File: src/rtl/uart_tx.sv
`default_nettype none
// ============================================================================
// Module   : uart_tx
// Function : 8N1 UART transmitter. A small byte FIFO is drained onto the line
//            with back-to-back frames while the FIFO has data.
// Revision : 1.0 - initial release
// ============================================================================
module uart_tx #(
    parameter int TICKS_PER_BAUD = 104,
    parameter int FIFO_DEPTH     = 4
) (
    input  logic                          clk,
    input  logic                          reset_n,
    input  logic [7:0]                    tx_data,
    input  logic                          tx_data_valid,
    output logic                          tx_data_ready,
    output logic                          tx,
    output logic                          tx_busy,
    output logic [$clog2(FIFO_DEPTH):0]   fifo_count
);

    localparam int PTR_W = $clog2(FIFO_DEPTH);
    localparam int CNT_W = $clog2(TICKS_PER_BAUD);

    localparam logic [PTR_W:0]   c_full      = (PTR_W+1)'(FIFO_DEPTH);
    localparam logic [CNT_W-1:0] c_last_tick = CNT_W'(TICKS_PER_BAUD - 1);

    typedef enum logic [1:0] {
        IDLE  = 2'd0,
        START = 2'd1,
        DATA  = 2'd2,
        STOP  = 2'd3
    } state_t;

    state_t             r_state;
    logic [7:0]         r_mem [FIFO_DEPTH];
    logic [PTR_W-1:0]   r_wr_ptr;
    logic [PTR_W-1:0]   r_rd_ptr;
    logic [PTR_W:0]     r_count;
    logic [CNT_W-1:0]   r_baud_cnt;
    logic [2:0]         r_bit_idx;
    logic [7:0]         r_shift;
    logic               r_tx;

    logic               w_push;
    logic               w_pop;
    logic               w_baud_done;

    assign w_baud_done = (r_baud_cnt == c_last_tick);
    assign w_push      = tx_data_valid && tx_data_ready;
    // A pop only ever happens when a new frame starts: from IDLE, or at the
    // end of a stop bit so the next start bit follows without a gap.
    assign w_pop       = (r_count != '0) &&
                         ((r_state == IDLE) || ((r_state == STOP) && w_baud_done));

    assign tx_data_ready = reset_n && (r_count < c_full);
    assign tx            = r_tx;
    assign tx_busy       = (r_state != IDLE) || (r_count != '0);
    assign fifo_count    = r_count;

    always_ff @(posedge clk) begin
        if (w_push) begin
            r_mem[r_wr_ptr] <= tx_data;
        end
    end

    always_ff @(posedge clk) begin
        if (!reset_n) begin
            r_wr_ptr <= '0;
            r_rd_ptr <= '0;
            r_count  <= '0;
        end else begin
            if (w_push) begin
                r_wr_ptr <= r_wr_ptr + PTR_W'(1);
            end
            if (w_pop) begin
                r_rd_ptr <= r_rd_ptr + PTR_W'(1);
            end
            case ({w_push, w_pop})
                2'b10:   r_count <= r_count + (PTR_W+1)'(1);
                2'b01:   r_count <= r_count - (PTR_W+1)'(1);
                default: r_count <= r_count;
            endcase
        end
    end

    always_ff @(posedge clk) begin
        if (!reset_n) begin
            r_state    <= IDLE;
            r_tx       <= 1'b1;
            r_baud_cnt <= '0;
            r_bit_idx  <= '0;
            r_shift    <= '0;
        end else begin
            case (r_state)
                IDLE: begin
                    r_tx <= 1'b1;
                    if (w_pop) begin
                        r_shift    <= r_mem[r_rd_ptr];
                        r_tx       <= 1'b0;
                        r_baud_cnt <= '0;
                        r_state    <= START;
                    end
                end
                START: begin
                    if (w_baud_done) begin
                        r_tx       <= r_shift[0];
                        r_shift    <= {1'b0, r_shift[7:1]};
                        r_bit_idx  <= '0;
                        r_baud_cnt <= '0;
                        r_state    <= DATA;
                    end else begin
                        r_baud_cnt <= r_baud_cnt + CNT_W'(1);
                    end
                end
                DATA: begin
                    if (w_baud_done) begin
                        r_baud_cnt <= '0;
                        if (r_bit_idx == 3'd7) begin
                            r_tx    <= 1'b1;
                            r_state <= STOP;
                        end else begin
                            r_tx      <= r_shift[0];
                            r_shift   <= {1'b0, r_shift[7:1]};
                            r_bit_idx <= r_bit_idx + 3'd1;
                        end
                    end else begin
                        r_baud_cnt <= r_baud_cnt + CNT_W'(1);
                    end
                end
                STOP: begin
                    if (w_baud_done) begin
                        r_baud_cnt <= '0;
                        if (w_pop) begin
                            r_shift <= r_mem[r_rd_ptr];
                            r_tx    <= 1'b0;
                            r_state <= START;
                        end else begin
                            r_state <= IDLE;
                        end
                    end else begin
                        r_baud_cnt <= r_baud_cnt + CNT_W'(1);
                    end
                end
                default: begin
                    r_tx    <= 1'b1;
                    r_state <= IDLE;
                end
            endcase
        end
    end

endmodule
`default_nettype wire

File: config.mk
export PLATFORM = sky130hd
export DESIGN_NAME = uart_tx
export DESIGN_NICKNAME = d
export VERILOG_FILES = /design/src/rtl/uart_tx.sv
export SDC_FILE = /design/constraint.sdc
export NUM_CORES = 1
export LEC_CHECK = 0
export BUFFER_PORTS_ARGS = -buffer_cell sky130_fd_sc_hd__buf_4
export CAP_MARGIN = 25
export CORE_AREA = 2 2 96 98
export DETAILED_ROUTE_END_ITERATION = 12
export DIE_AREA = 0 0 98 100
export PLACE_DENSITY = 0.52
export SLEW_MARGIN = 20
export SYNTH_ARGS = -nofsm -noshare
export SYNTH_HDL_FRONTEND = slang
export SYNTH_SLANG_ARGS = --single-unit
File: constraint.sdc
create_clock -name clk -period 3.5 [get_ports clk]
set_input_delay 0.7 -clock clk [delete_from_list [all_inputs] [get_ports clk]]
set_output_delay 0.7 -clock clk [all_outputs]
set_load 0.02 [all_outputs]
**Word-level counts from Yosys, hierarchy flattened**

Memories as Yosys holds them, arrays and structs flattened. A register that Yosys moved wholly into a read port is not among the register bits.
Index checks and enable logic that the tools add are counted.

- Muxes and demuxes: 32
- Equal/unequal tests: 14
- Add/subtract/negate cells: 6
- Order comparisons: 1
- Reduce and logical (&&, ||, !) cells: 16

Operators by type and width:

| kind | number |
|---|---|
| $mux 8 | 5 |
| $pmux 8 s4 | 1 |
| $mux 2 | 7 |
| $mux 7 | 2 |
| $ne 2x2->1 const B | 7 |
| $pmux 7 s2 | 1 |
| $pmux 3 s2 | 2 |
| $reduce_and 4->1 | 3 |
| $mux 1 | 9 |
| $mux 3 | 3 |
| $pmux 2 s4 | 1 |
| $add 7x1->7 const B | 1 |
| $eq 7x7->1 const B | 1 |
| $add 3x1->3 const B | 2 |
| $eq 2x2->1 const B | 3 |
| $reduce_bool 2->1 | 3 |
| $reduce_and 5->1 | 1 |
| $add 2x1->2 const B | 2 |
| $eq 2x1->1 const B | 2 |
| $logic_and 1x1->1 | 4 |
| $pmux 1 s4 | 1 |
| $eq 3x3->1 const B | 1 |
| $lt 3x3->1 const B | 1 |
| $reduce_bool 3->1 | 1 |
| 4 further kinds | 5 |

- Register bits: 28
- Input port bits: 11
- Output and inout port bits: 6
- Memories kept: 1
- RAM bits: 32

Memories:

| memory | words | width | read ports | clocked after Yosys merged registers in | write ports | RTL line | text |
|---|---|---|---|---|---|---|---|
| r_mem | 4 | 8 | 1 | 1 | 1 | 36 | `logic [7:0] r_mem [FIFO_DEPTH];` |

**Longest topological paths before layout**

Gate-level depths: netlist of run 1.

- Word-level depth: 7
- Gate-level depth with buffers: 10
- Depth with buffers taken out: 8

**Worst setup path after synthesis of run 1**

No wires, ideal clock.

- Kind: input -> register
- Start: input reset_n
- End: register r_count[2], in the netlist fifo_count[2]
- Setup slack: 517 ps
- Arrival: 2909 ps
- Required time: 3425 ps
- Cell stages on the path: 9
- Path through: buf_2 -> clkinv_1 -> nor2_1 -> and2_1 -> clkbuf_1 -> nor2_1 -> fa_1 -> or4_1 -> a31oi_1

- Cells in the longest elaborated chain, start to end: 4
- Elaborated cells on any way between the ends: 6
- Those cells by class: eq/ne (2); mux (1); reduce/logical (3)

RTL lines:

| item | RTL line | text |
|---|---|---|
| from (decl) | 13 | `input logic reset_n,` |
| $logic_and 1x1->1 (*) | 56 | `assign tx_data_ready = reset_n && (r_count < c_full);` |
| named net tx_data_ready | 16 | `output logic tx_data_ready,` |
| $logic_and 1x1->1 (*) | 50 | `assign w_push = tx_data_valid && tx_data_ready;` |
| $eq 2x1->1 / $eq 2x2->1 (equally long branches) | 79 | `case ({w_push, w_pop})` |
| $pmux 3 s2 / $reduce_bool 2->1 (equally long branches) | n/a |  |
| to (signal assigned) | 80 | `2'b10: r_count <= r_count + (PTR_W+1)'(1);` |
| to (signal assigned) | 81 | `2'b01: r_count <= r_count - (PTR_W+1)'(1);` |
| to (signal assigned) | 82 | `default: r_count <= r_count;` |
| to (decl) | 39 | `logic [PTR_W:0] r_count;` |

Mark *: on every way through the listed nets, which the timed path passes. The rest lies on a longest branch.
A chain may end at the register's enable or synchronous reset.

**Final worst setup path of run 1**

- Start: register r_state[0]
- End: register r_count[2], in the netlist fifo_count[2]

- Cells in the longest elaborated chain, start to end: 6
- Elaborated cells on any way between the ends: 9
- Those cells by class: eq/ne (3); mux (1); reduce/logical (5)

RTL lines:

| item | RTL line | text |
|---|---|---|
| from (decl) | 35 | `state_t r_state;` |
| from (signal assigned) | 89 | `r_state <= IDLE;` |
| from (signal assigned) | 102 | `r_state <= START;` |
| from (signal assigned) | 111 | `r_state <= DATA;` |
| $eq 2x2->1 | 54 | `((r_state == IDLE) \|\| ((r_state == STOP) && w_baud_done));` |
| $logic_and 1x1->1 | 54 |  |
| $logic_or 1x1->1 (*) | 54 |  |
| $logic_and 1x1->1 (*) | 53 | `assign w_pop = (r_count != '0) &&` |
| $eq 2x1->1 / $eq 2x2->1 (equally long branches) | 79 |  |
| $pmux 3 s2 / $reduce_bool 2->1 (equally long branches) | n/a |  |

Every way passes the cells marked *; elsewhere a longest branch is shown, timed or not.

==> reports/qor.log, run 1 <==
INFO  synth          yosys_register_bits=62
INFO  sta            final.period_utilization=75.0%
INFO  synth          synth_sequential_area_ratio=55.3%
INFO  sta            max_clock_freq=381MHz
INFO  clock_tree     clock_latency_of_the_later_clocked_register_in_the_worst_skew_pair=0.34ns
INFO  worst_setup_path peak_per_stage_delay_on_the_critical_path=0.47ns
INFO  drt            route.detailed.drc=0
INFO  finish         fraction_of_final_layout_cells_with_drive_strength_greater_than_1=21.3%
INFO  drt            finalWirelength=5.16mm
INFO  worst_setup_path endpoint_type_of_the_worst_setup_path=register
INFO  worst_setup_path timing.critical_path.max_delay_family=simple AND/OR/NAND/NOR gates
INFO  finish         layout.cell_area.non_filler=0.00328mm²
INFO  synth          synth.net_count=255
INFO  global_routing grt_first_pass_wirelength=8.72mm
INFO  clock_tree     cts_repair_resize_count=0
INFO  worst_setup_path crit_top_cell=a31oi_1
INFO  clock_tree     htree_levels=3
INFO  finish         filler_cell_count=853
INFO  worst_setup_path crit_path_cell_trace=inv_1 > ha_1 > a31oi_1 > or2_1 > nor2_1 > fa_1 > or4_1 > a31oi_1
INFO  power_and_ir_drop power_per_cell_area=759mW/mm²
INFO  flow_run       maxCapViolations=0
INFO  synth          synthesis.instances=231
INFO  floorplanning  io_pins=17
INFO  global_routing grt_overflow_total=0
INFO  power_and_ir_drop power_leakage=1.18nW
INFO  worst_setup_path arrival=2.89ns
INFO  floorplanning  core_region_area=0.00889mm²
INFO  sta            timing_max_transition_violations_final=0
INFO  synth          syn-mean-instance-area=12.2µm²
INFO  place          dp_hpwl=3.50mm
INFO  global_routing grt_max_degree=27
INFO  power_and_ir_drop power.switching=0.786mW
INFO  clock_tree     number_of_clock_buffers_inserted_by_tritoncts=9
INFO  place          dpl-instance-area=0.00304mm²
INFO  finish         finish.net_count=272
INFO  finish         total_area_of_multi_input_combinational_cells=0.00116mm²
INFO  global_routing antenna_found_initial=0
INFO  drt            detail_route.wl_per_cell=14.2µm
INFO  global_routing grt_pass1_vias=1723
INFO  power_and_ir_drop power.clock.fraction=30.9%
INFO  synth          synth-main-ff-cell=edfxtp_1
INFO  finish         register_area=0.00156mm²
INFO  synth          synth_warnings=0
INFO  global_routing global_route.usage.total=11.6%
INFO  sta            skew=0.00821ns
INFO  clock_tree     clock_tree.buffer_depth=2
INFO  synth          synth.largest_area_cell=edfxtp_1
INFO  sta            final_period_minus_worst_setup_slack=2.62ns
INFO  sta            slew-limit-headroom=63.0%
INFO  worst_setup_path worstPathRequired=3.77ns
INFO  sta            hold_violations=0
INFO  floorplanning  die-area=0.00980mm²
INFO  sta            timing.hold.ws=0.456ns
INFO  floorplanning  initial_utilization=31.8%
INFO  synth          yosysUniqueCellTypes=42
INFO  sta            worst_slew_pin_slew=0.554ns
INFO  drt            routed_via_density=4.86
INFO  finish         area_growth=16.2%
INFO  min_path       worstHoldPathType=reg -> reg
INFO  clock_tree     post-cts-setup-buffer-count=0
INFO  worst_setup_path timing.setup.critical_path_class=reg -> reg
INFO  synth          post-synth-top-area-fraction=34.0%
INFO  clock_tree     clk_root_buffer_cell=clkbuf_8
INFO  synth          synth.most_common_cell=edfxtp_1
INFO  worst_setup_path timing.critical_path.buf_inv=1
INFO  clock_tree     cts-hold-fix-buffers=0
INFO  synth          largest_cells_by_area_after_synthesis=edfxtp_1 (34%), dfxtp_1 (21%), mux4_2 (6.4%)
INFO  drt            route.antenna.remaining_nets=0
INFO  place          port-buffer-count=16
INFO  drt            firstDrtPassIters=4
INFO  clock_tree     cts_tree=done
INFO  power_and_ir_drop sequential_power_share=38.8%
INFO  floorplanning  die_w=98µm
INFO  drt            initialDrtViolationCount=59
INFO  power_and_ir_drop p_sw_share=31.6%
INFO  clock_tree     cts.sink_count=62
INFO  worst_setup_path path_max_fanout=12
INFO  power_and_ir_drop vdd_ir_drop_max=0.309mV
INFO  floorplanning  die_height=100µm
INFO  worst_setup_path startpoint_type=register
INFO  sta            setup_viol_count_final=0
INFO  worst_setup_path crit_path_top_delay_cell=or4_1
INFO  synth          async_reset_ff_share=0%
INFO  power_and_ir_drop power_frac_comb=30.4%
INFO  sta            setup_tns=0ns
INFO  outcome        run_status=complete, no violations
INFO  synth          number_of_flops_mapped_to_enable_cells_by_yosys=32
INFO  clock_tree     cts_clk_pin_slew_worst_paths=0.08ns
INFO  synth          netlist_area=0.00282mm²
INFO  sta            grt_setup_unrepaired=false
INFO  floorplanning  fp-row-count=35
INFO  power_and_ir_drop power.internal=1.70mW
INFO  drt            via_count=1770
INFO  finish         num_antenna_cells=0
INFO  synth          ys_top_cells_by_count=edfxtp_1 (32), dfxtp_1 (30), nand2_1 (26), nor2_1 (13), ha_1 (12)
INFO  place          gp_congestion=0.746
[stage by stage]
step	instances	worst slack, ns	total power [mW]	utilization [%]
detailed placement	348	0.684	1.75	34.1
finish	364	0.875	2.49	36.9
global placement	348	0.745	1.75	34.1
global route	364	0.601	2.66	36.9
floorplan	231	0.517	1.56	-
CTS	364	0.827	2.53	36.9
[per-layer routing]
layer	wire length [µm]	vias to the layer above	track usage (%)	part of all wire, %
met3	132	7	3.27	2.6
met2	2450	20	17.6	48
met1	2490	853	15.1	48
met5	0	-	0	0
li1	-	890	-	-
met4	85	0	6.41	1.6
[kinds of logic (layout without fill, tap and decap cells)]
family,after synthesis,in the layout,share of synthesized area (%)
compound gates,36,36,8.73
xor+xnor,4,4,1.24
flops,62,62,55.3
mux,26,26,13.1
simple gates,69,69,12.1
buf+inv,21,43,3.54
fa+ha+maj,13,13,6.03
[power by group through the flow]
stage / clock network [mW] / logic (mW) / registers (mW)
finish: 0.769 / 0.756 / 0.965
global route: 0.822 / 0.853 / 0.986
CTS: 0.786 / 0.769 / 0.970
detailed placement: 0 / 0.763 / 0.986
global placement: 0 / 0.767 / 0.983
floorplan: 0 / 0.597 / 0.961
[cell type report]
class                           count  share of cell area (%)
Clock inverter                      7                    3.74
Inverter                            8                   0.915
Clock buffer                        9                    3.77
Tap cell                          111                    4.23
Sequential cell                    62                    47.6
Timing Repair Buffer               19                    4.35
Multi-Input combinational cell    148                    35.4
[placed cells by master, fill, tap and decap left out, types with 2 or more instances in the layout]
cell	instances
nand2_1	26
clkinv_4	2
mux2_2	8
clkbuf_8	9
inv_1	6
a221oi_1	2
nand2b_1	3
o21a_1	2
buf_4	19
edfxtp_1	32
mux2i_1	10
a211oi_1	3
nor3b_1	2
a32o_1	2
and3_1	6
xnor2_1	3
nand3_1	5
bufinv_16	3
and2_1	2
a21oi_1	8
nor2_1	13
o21ai_0	7
a311oi_1	2
a41oi_1	2
nor3_1	6
clkinvlp_4	2
a31oi_1	3
mux4_2	8
dfxtp_1	30
o31ai_1	2
ha_1	12
[registers in the layout, indices dropped and copies added (netlist names), named ones only]
signal and count:
r_mem 32, r_shift 8, r_baud_cnt 7, fifo_count 3, r_bit_idx 3, r_rd_ptr 2, r_state 2, r_wr_ptr 2
tx 1
[tightest hold or removal path, delay by kind of cell, from the launching register on]
kind / cells / cell delay (ns)
DFF: 1 / 0.31
muxes: 1 / 0.05
and+or+nand+nor: 1 / 0.05
[worst paths after layout]
check / start / end / slack, ns / cells after the start
setup / recovery: r_state[0] / fifo_count[2] / 0.88 / 8
hold reg to reg: r_shift[2] / r_shift[2] / 0.46 / 2
setup reg to reg: r_state[0] / fifo_count[2] / 0.88 / 8
hold / removal: r_shift[2] / r_shift[2] / 0.46 / 2
(Power assumes the default switching activity.)
==> inputs of run 2 (changes only) <==
--- a/config.mk
+++ b/config.mk
@@ -10,7 +10,7 @@
 export CORE_AREA = 2 2 96 98
 export DETAILED_ROUTE_END_ITERATION = 12
 export DIE_AREA = 0 0 98 100
-export PLACE_DENSITY = 0.52
+export PLACE_DENSITY = 0.53
 export SLEW_MARGIN = 20
 export SYNTH_ARGS = -nofsm -noshare
 export SYNTH_HDL_FRONTEND = slang
==> constraint.sdc (replaced) <==
create_clock -name clk -period 2.1 [get_ports clk]
set_input_delay 0.42 -clock clk [delete_from_list [all_inputs] [get_ports clk]]
set_output_delay 0.42 -clock clk [all_outputs]
set_load 0.02 [all_outputs]
==> reports/qor.log, run 2 (synthesis gave the netlist of run 1 again) <==
INFO  outcome        run_status=complete, no violations
INFO  worst_setup_path endpoint_type_of_the_worst_setup_path=register
INFO  finish         area_growth=22.2%
INFO  sta            max_clock_freq=495MHz
INFO  drt            routed_via_density=4.80
INFO  finish         largest_register=r_mem
INFO  sta            final.period_utilization=96.1%
INFO  sta            skew=0.00920ns
INFO  drt            route.antenna.remaining_nets=0
INFO  sta            worst_slew_pin_slew=0.426ns
INFO  power_and_ir_drop power_per_cell_area=1210mW/mm²
INFO  power_and_ir_drop totalPowerFinal=4.17mW
INFO  finish         finish.net_count=292
INFO  power_and_ir_drop vdd_ir_drop_max=0.487mV
INFO  clock_tree     number_of_clock_buffers_inserted_by_tritoncts=9
INFO  place          numPlacedInstances=366
INFO  place          port-buffer-count=16
INFO  worst_setup_path timing.setup.critical_path_class=reg -> reg
INFO  finish         layout_commonest_cell=buf_4
INFO  global_routing grt_pass1_vias=1790
INFO  sta            setup_ws=0.0809ns
INFO  worst_setup_path startpoint_type=register
INFO  worst_setup_path reg2reg_launch_point=r_baud_cnt[1]
INFO  place          dp_hpwl=3.74mm
INFO  floorplanning  die-area=0.00980mm²
INFO  worst_setup_path worst-r2r-setup-slack=0.08ns
INFO  power_and_ir_drop power_leakage=1.26nW
INFO  worst_setup_path timing.critical_path.from=r_baud_cnt[1]
INFO  drt            detail_route.wl_per_cell=13.9µm
INFO  drt            via_count=1842
INFO  sta            setup_viol_count_final=0
INFO  clock_tree     cts_clk_pin_slew_worst_paths=0.08ns
INFO  min_path       worstHoldPathType=in -> reg
INFO  drt            initialDrtViolationCount=56
INFO  place          dpl-instance-area=0.00323mm²
INFO  finish         biggestRegsByFlops=r_mem (32), r_shift (8), r_baud_cnt (7)
INFO  global_routing grt_overflow_total=0
INFO  clock_tree     cts_tree=done
INFO  floorplanning  core_region_area=0.00889mm²
INFO  global_routing antenna_found_initial=0
INFO  sta            hold_violations=0
INFO  global_routing grt_max_degree=26
INFO  clock_tree     clock_tree.buffer_depth=2
INFO  worst_setup_path arrival=2.29ns
INFO  worst_setup_path r2r.worst_path.cells=8
INFO  place          gp_congestion=0.814
INFO  finish         leading_cell_types_in_the_layout_fill_and_taps_excluded=buf_4 (39), edfxtp_1 (32), nand2_1 (26), dfxtp_1 (26), nor2_1 (11)
INFO  clock_tree     cts.sink_count=62
INFO  worst_setup_path r2r-end=fifo_count[2]
INFO  place          minimum_setup_slack_after_placement=0.00417ns
INFO  global_routing global_route.usage.total=11.6%
INFO  global_routing grt_first_pass_wirelength=8.76mm
INFO  floorplanning  die_w=98µm
INFO  worst_setup_path path_max_fanout=3
INFO  finish         post_layout_nonfiller_instances=384
INFO  flow_run       maxCapViolations=0
INFO  clock_tree     clk_root_buffer_cell=clkbuf_8
INFO  clock_tree     htree_levels=3
INFO  floorplanning  fp-row-count=35
INFO  floorplanning  initial_utilization=31.8%
INFO  finish         fraction_of_final_layout_cells_with_drive_strength_greater_than_1=31.9%
INFO  worst_setup_path crit_path_end=fifo_count[2]
INFO  finish         num_antenna_cells=0
INFO  sta            grt_setup_unrepaired=false
INFO  finish         layout.cell_area.non_filler=0.00345mm²
INFO  finish         largest_register_ffs=32
INFO  drt            finalWirelength=5.35mm
INFO  drt            firstDrtPassIters=4
INFO  sta            slew-limit-headroom=71.6%
INFO  worst_setup_path worstPathRequired=2.37ns
INFO  floorplanning  io_pins=17
INFO  finish         filler_cell_count=860
INFO  sta            final_period_minus_worst_setup_slack=2.02ns
INFO  drt            route.detailed.drc=0
INFO  clock_tree     clock_latency_of_the_later_clocked_register_in_the_worst_skew_pair=0.34ns
INFO  floorplanning  die_height=100µm
INFO  sta            timing_max_transition_violations_final=0
run 2: how the worst min path moves through the flow:
stage,start,end,slack (ns),cells past startpoint
6_report,tx_data[3],r_mem[0][3],0.28,1
4_1_cts,tx_data[3],r_mem[0][3],0.26,1
2_1_floorplan,r_shift[1],r_shift[1],0.43,2
3_3_place_gp,r_shift[5],r_shift[5],0.44,2
5_1_grt,tx_data[3],r_mem[0][3],0.26,1
3_5_place_dp,r_shift[5],r_shift[5],0.45,2
run 2: cell type report:
class	count	area, µm²	share of cell area, %
clock buffers	9	124	3.59
clock inverters	7	73.8	2.14
inverters	8	35.0	1.02
multi-input cells	148	1220	35.4
flip-flops and latches	62	1570	45.4
well taps	111	139	4.02
repair buffers	39	293	8.48
run 2: where the power goes:
group | internal (mW) | total [mW] | switching [mW]
Sequential | 1.47 | 1.60 | 0.135
Combinational | 0.760 | 1.52 | 0.764
Clock | 0.549 | 1.04 | 0.490
Total | 2.78 | 4.17 | 1.39
run 2: routing by layer:
metal	global-route usage, %	share of wire [%]	vias up
met1	14.8	48	883
met2	18.2	48	29
met3	3.76	3.2	5
li1	-	-	925
met4	4.91	1.2	0
met5	0	0	-
run 2: per-stage QoR:
stage	utilization, %	TNS (ns)	hold slack (ns)
after detailed placement	36.3	0	0.448
after global routing	38.8	0	0.255
after global placement	36.3	0	0.441
after floorplan	-	-0.0948	0.432
after CTS	38.6	0	0.263
final	38.8	0	0.277
run 2: what timing repair did:
action	CTS	global route
buffers inserted	0	2
gates resized for setup	1	3
hold buffers	0	0
endpoints found under the setup margin	1	1
pin swaps	0	5
run 2: worst max-delay path: stages (launching register included):
cell	delay (ns)
dfxtp_2	0.34
ha_4	0.16
and3_4	0.17
a31oi_4	0.17
or2_4	0.16
nor2_4	0.03
fa_2	0.34
or4_1	0.42
a31oi_1	0.17
==> inputs of run 3 (changes only) <==
--- a/config.mk
+++ b/config.mk
@@ -5,11 +5,12 @@
 export SDC_FILE = /design/constraint.sdc
 export NUM_CORES = 1
 export LEC_CHECK = 0
+export ABC_AREA = 1
 export BUFFER_PORTS_ARGS = -buffer_cell sky130_fd_sc_hd__buf_4
 export CAP_MARGIN = 25
-export CORE_AREA = 2 2 96 98
+export CORE_AREA = 2 2 99 101
 export DETAILED_ROUTE_END_ITERATION = 12
-export DIE_AREA = 0 0 98 100
+export DIE_AREA = 0 0 101 103
 export PLACE_DENSITY = 0.53
 export SLEW_MARGIN = 20
 export SYNTH_ARGS = -nofsm -noshare
==> constraint.sdc (replaced) <==
create_clock -name clk -period 2.1 [get_ports clk]
set_input_delay 0.105 -clock clk [delete_from_list [all_inputs] [get_ports clk]]
set_output_delay 0.105 -clock clk [all_outputs]
set_load 0.02 [all_outputs]
==> reports/qor.log, run 3 <==
INFO  synth          yosysUniqueCellTypes=34
INFO  global_routing grt_pass1_vias=2108
INFO  drt            routed_via_density=4.47
INFO  synth          largest_cells_by_area_after_synthesis=edfxtp_1 (32%), dfxtp_1 (20%), nand2_1 (10%)
INFO  power_and_ir_drop power_leakage=1.64nW
INFO  sta            skew=0.00747ns
INFO  floorplanning  fp-row-count=36
INFO  place          port-buffer-count=16
INFO  floorplanning  die_height=103µm
INFO  finish         largest_register_ffs=32
INFO  sta            final.period_utilization=90.8%
INFO  sta            worst_slew_pin_slew=0.367ns
INFO  worst_setup_path timing.setup.critical_path_class=reg -> reg
INFO  finish         layout_commonest_cell=nand2_1
INFO  clock_tree     clock_latency_of_the_later_clocked_register_in_the_worst_skew_pair=0.35ns
INFO  sta            timing_max_transition_violations_final=0
INFO  min_path       worstHoldPathType=in -> reg
INFO  synth          synth.most_common_cell=nand2_1
INFO  synth          syn-mean-instance-area=8.44µm²
INFO  finish         layout.cell_area.non_filler=0.00365mm²
INFO  place          dpl-instance-area=0.00332mm²
INFO  worst_setup_path worstPathRequired=2.34ns
INFO  synth          synth_sequential_area_ratio=51.8%
INFO  floorplanning  die-area=0.0104mm²
INFO  clock_tree     cts_tree=done
INFO  flow_run       maxCapViolations=0
INFO  sta            max_clock_freq=524MHz
INFO  power_and_ir_drop vdd_ir_drop_max=0.606mV
INFO  synth          async_reset_ff_share=0%
INFO  synth          post-synth-top-area-fraction=31.9%
INFO  clock_tree     htree_levels=3
INFO  worst_setup_path r2r.worst_path.cells=11
INFO  global_routing global_route.usage.total=12.8%
INFO  worst_setup_path crit_path_cell_trace=inv_1 > ha_1 > nor2_1 > a21oi_2 > nand3_1 > inv_1 > fa_1 > inv_1 > nand4_1 > a21oi_1 > nor2_1
INFO  sta            grt_setup_unrepaired=false
INFO  worst_setup_path timing.critical_path.buf_inv=3
INFO  finish         area_growth=21.1%
INFO  synth          synth_warnings=0
INFO  synth          yosys_register_bits=62
INFO  worst_setup_path crit_path_top_delay_cell=dfxtp_1
INFO  global_routing grt_max_degree=19
INFO  clock_tree     cts-hold-fix-buffers=8
INFO  sta            setup_tns=0ns
INFO  worst_setup_path timing.critical_path.max_delay_family=adder cells
INFO  global_routing grt_first_pass_wirelength=10.0mm
INFO  drt            via_count=2304
INFO  floorplanning  initial_utilization=31.8%
INFO  finish         num_antenna_cells=0
INFO  global_routing grt_overflow_total=0
INFO  clock_tree     cts_repair_resize_count=0
INFO  finish         leading_cell_types_in_the_layout_fill_and_taps_excluded=nand2_1 (82), inv_1 (56), nor2_1 (36)
INFO  finish         filler_cell_count=976
INFO  synth          ys_top_cells_by_count=nand2_1 (82), inv_1 (56), nor2_1 (36), nand3_1 (34), edfxtp_1 (32)
INFO  floorplanning  die_w=101µm
INFO  worst_setup_path startpoint_type=register
INFO  outcome        run_status=complete, no violations
INFO  clock_tree     cts.sink_count=62
INFO  finish         largest_register=r_mem
INFO  worst_setup_path worst-r2r-setup-slack=0.19ns
INFO  clock_tree     number_of_clock_buffers_inserted_by_tritoncts=9
INFO  finish         fraction_of_final_layout_cells_with_drive_strength_greater_than_1=15.0%
INFO  worst_setup_path critical_path_depth=11
INFO  sta            final_period_minus_worst_setup_slack=1.91ns
INFO  min_path       hold_path_depth=2
INFO  sta            slew-limit-headroom=75.5%
INFO  worst_setup_path path_max_fanout=5
INFO  place          gp_congestion=0.741
INFO  synth          synth.largest_area_cell=edfxtp_1
INFO  finish         finish.net_count=420
INFO  drt            initialDrtViolationCount=85
INFO  clock_tree     clk_root_buffer_cell=clkbuf_8
INFO  sta            hold_violations=0
INFO  floorplanning  core_region_area=0.00946mm²
INFO  clock_tree     post-cts-setup-buffer-count=0
INFO  clock_tree     cts_clk_pin_slew_worst_paths=0.07ns
INFO  worst_setup_path arrival=2.15ns
INFO  power_and_ir_drop power_per_cell_area=1310mW/mm²
INFO  global_routing antenna_found_initial=0
INFO  worst_setup_path endpoint_type_of_the_worst_setup_path=register
INFO  finish         biggestRegsByFlops=r_mem (32), r_shift (8), r_baud_cnt (7)
INFO  synth          synthesis.instances=357
INFO  drt            detail_route.wl_per_cell=12.0µm
INFO  synth          number_of_flops_mapped_to_enable_cells_by_yosys=32
INFO  synth          synth-main-ff-cell=edfxtp_1
INFO  drt            route.detailed.drc=0
INFO  worst_setup_path peak_per_stage_delay_on_the_critical_path=0.39ns
INFO  sta            timing.hold.ws=0.0865ns
INFO  synth          netlist_area=0.00301mm²
INFO  place          dp_hpwl=4.19mm
INFO  clock_tree     clock_tree.buffer_depth=2
INFO  floorplanning  io_pins=17
INFO  drt            finalWirelength=6.18mm
INFO  worst_setup_path crit_top_cell=inv_1
INFO  drt            route.antenna.remaining_nets=0
INFO  synth          synth.net_count=381
INFO  drt            firstDrtPassIters=4
INFO  sta            setup_viol_count_final=0
[run 3: cell count changes after synthesis, moves of 5 or more]
cell	change
a21boi_0	+5
a21oi_1	+9
and3_1	-5
inv_1	+50
mux2_2	-8
mux2i_1	-10
mux4_2	-8
nand2_1	+56
nand3_1	+29
nor2_1	+23
nor3_1	-5
[run 3: cells by family (layout without fill, tap and decap cells)]
kind of cell    Yosys count  count (layout)  share of synthesized area, %
fa+ha+maj                13              13                          5.65
simple gates            167             167                          24.2
buf+inv                  70             114                          9.22
compound gates           45              45                          9.06
flops                    62              62                          51.8
[run 3: worst paths after layout]
check                  end         start
max          fifo_count[2]    r_state[0]
min                     tx       reset_n
max reg2reg  fifo_count[2]    r_state[0]
min reg2reg   r_bit_idx[2]  r_bit_idx[2]
[run 3: area by class of cell]
cell class | instances | area, µm² | area share (%)
Sequential cell | 62 | 1560 | 42.8
Multi-Input combinational cell | 225 | 1170 | 32.1
Tap cell | 114 | 143 | 3.91
Clock inverter | 7 | 120 | 3.29
Clock buffer | 9 | 124 | 3.40
Timing Repair Buffer | 37 | 298 | 8.16
Inverter | 61 | 229 | 6.28
[run 3: power by group]
part	total (mW)	leakage (nW)	internal (mW)	switching (mW)
logic	1.89	0.980	0.697	1.20
registers	1.58	0.536	1.45	0.129
clock network	1.29	0.120	0.794	0.499
total	4.77	1.64	2.95	1.83
[run 3: layer usage]
metal / GRT usage, % / part of all wire (%)
met4: 5.72 / 1.5
met2: 20.4 / 46
met1: 16.3 / 48
met3: 3.73 / 4.5
met5: 0 / 0
[run 3: through the flow]
step,cells,total power [mW],worst slack (ns),util [%]
after floorplan,357,2.94,0.223,-
after global placement,491,3.48,0.236,35.1
after detailed placement,491,3.51,0.206,35.1
after CTS,515,4.83,0.197,38.6
after global routing,515,5.14,0.0181,38.6
final,515,4.77,0.193,38.6
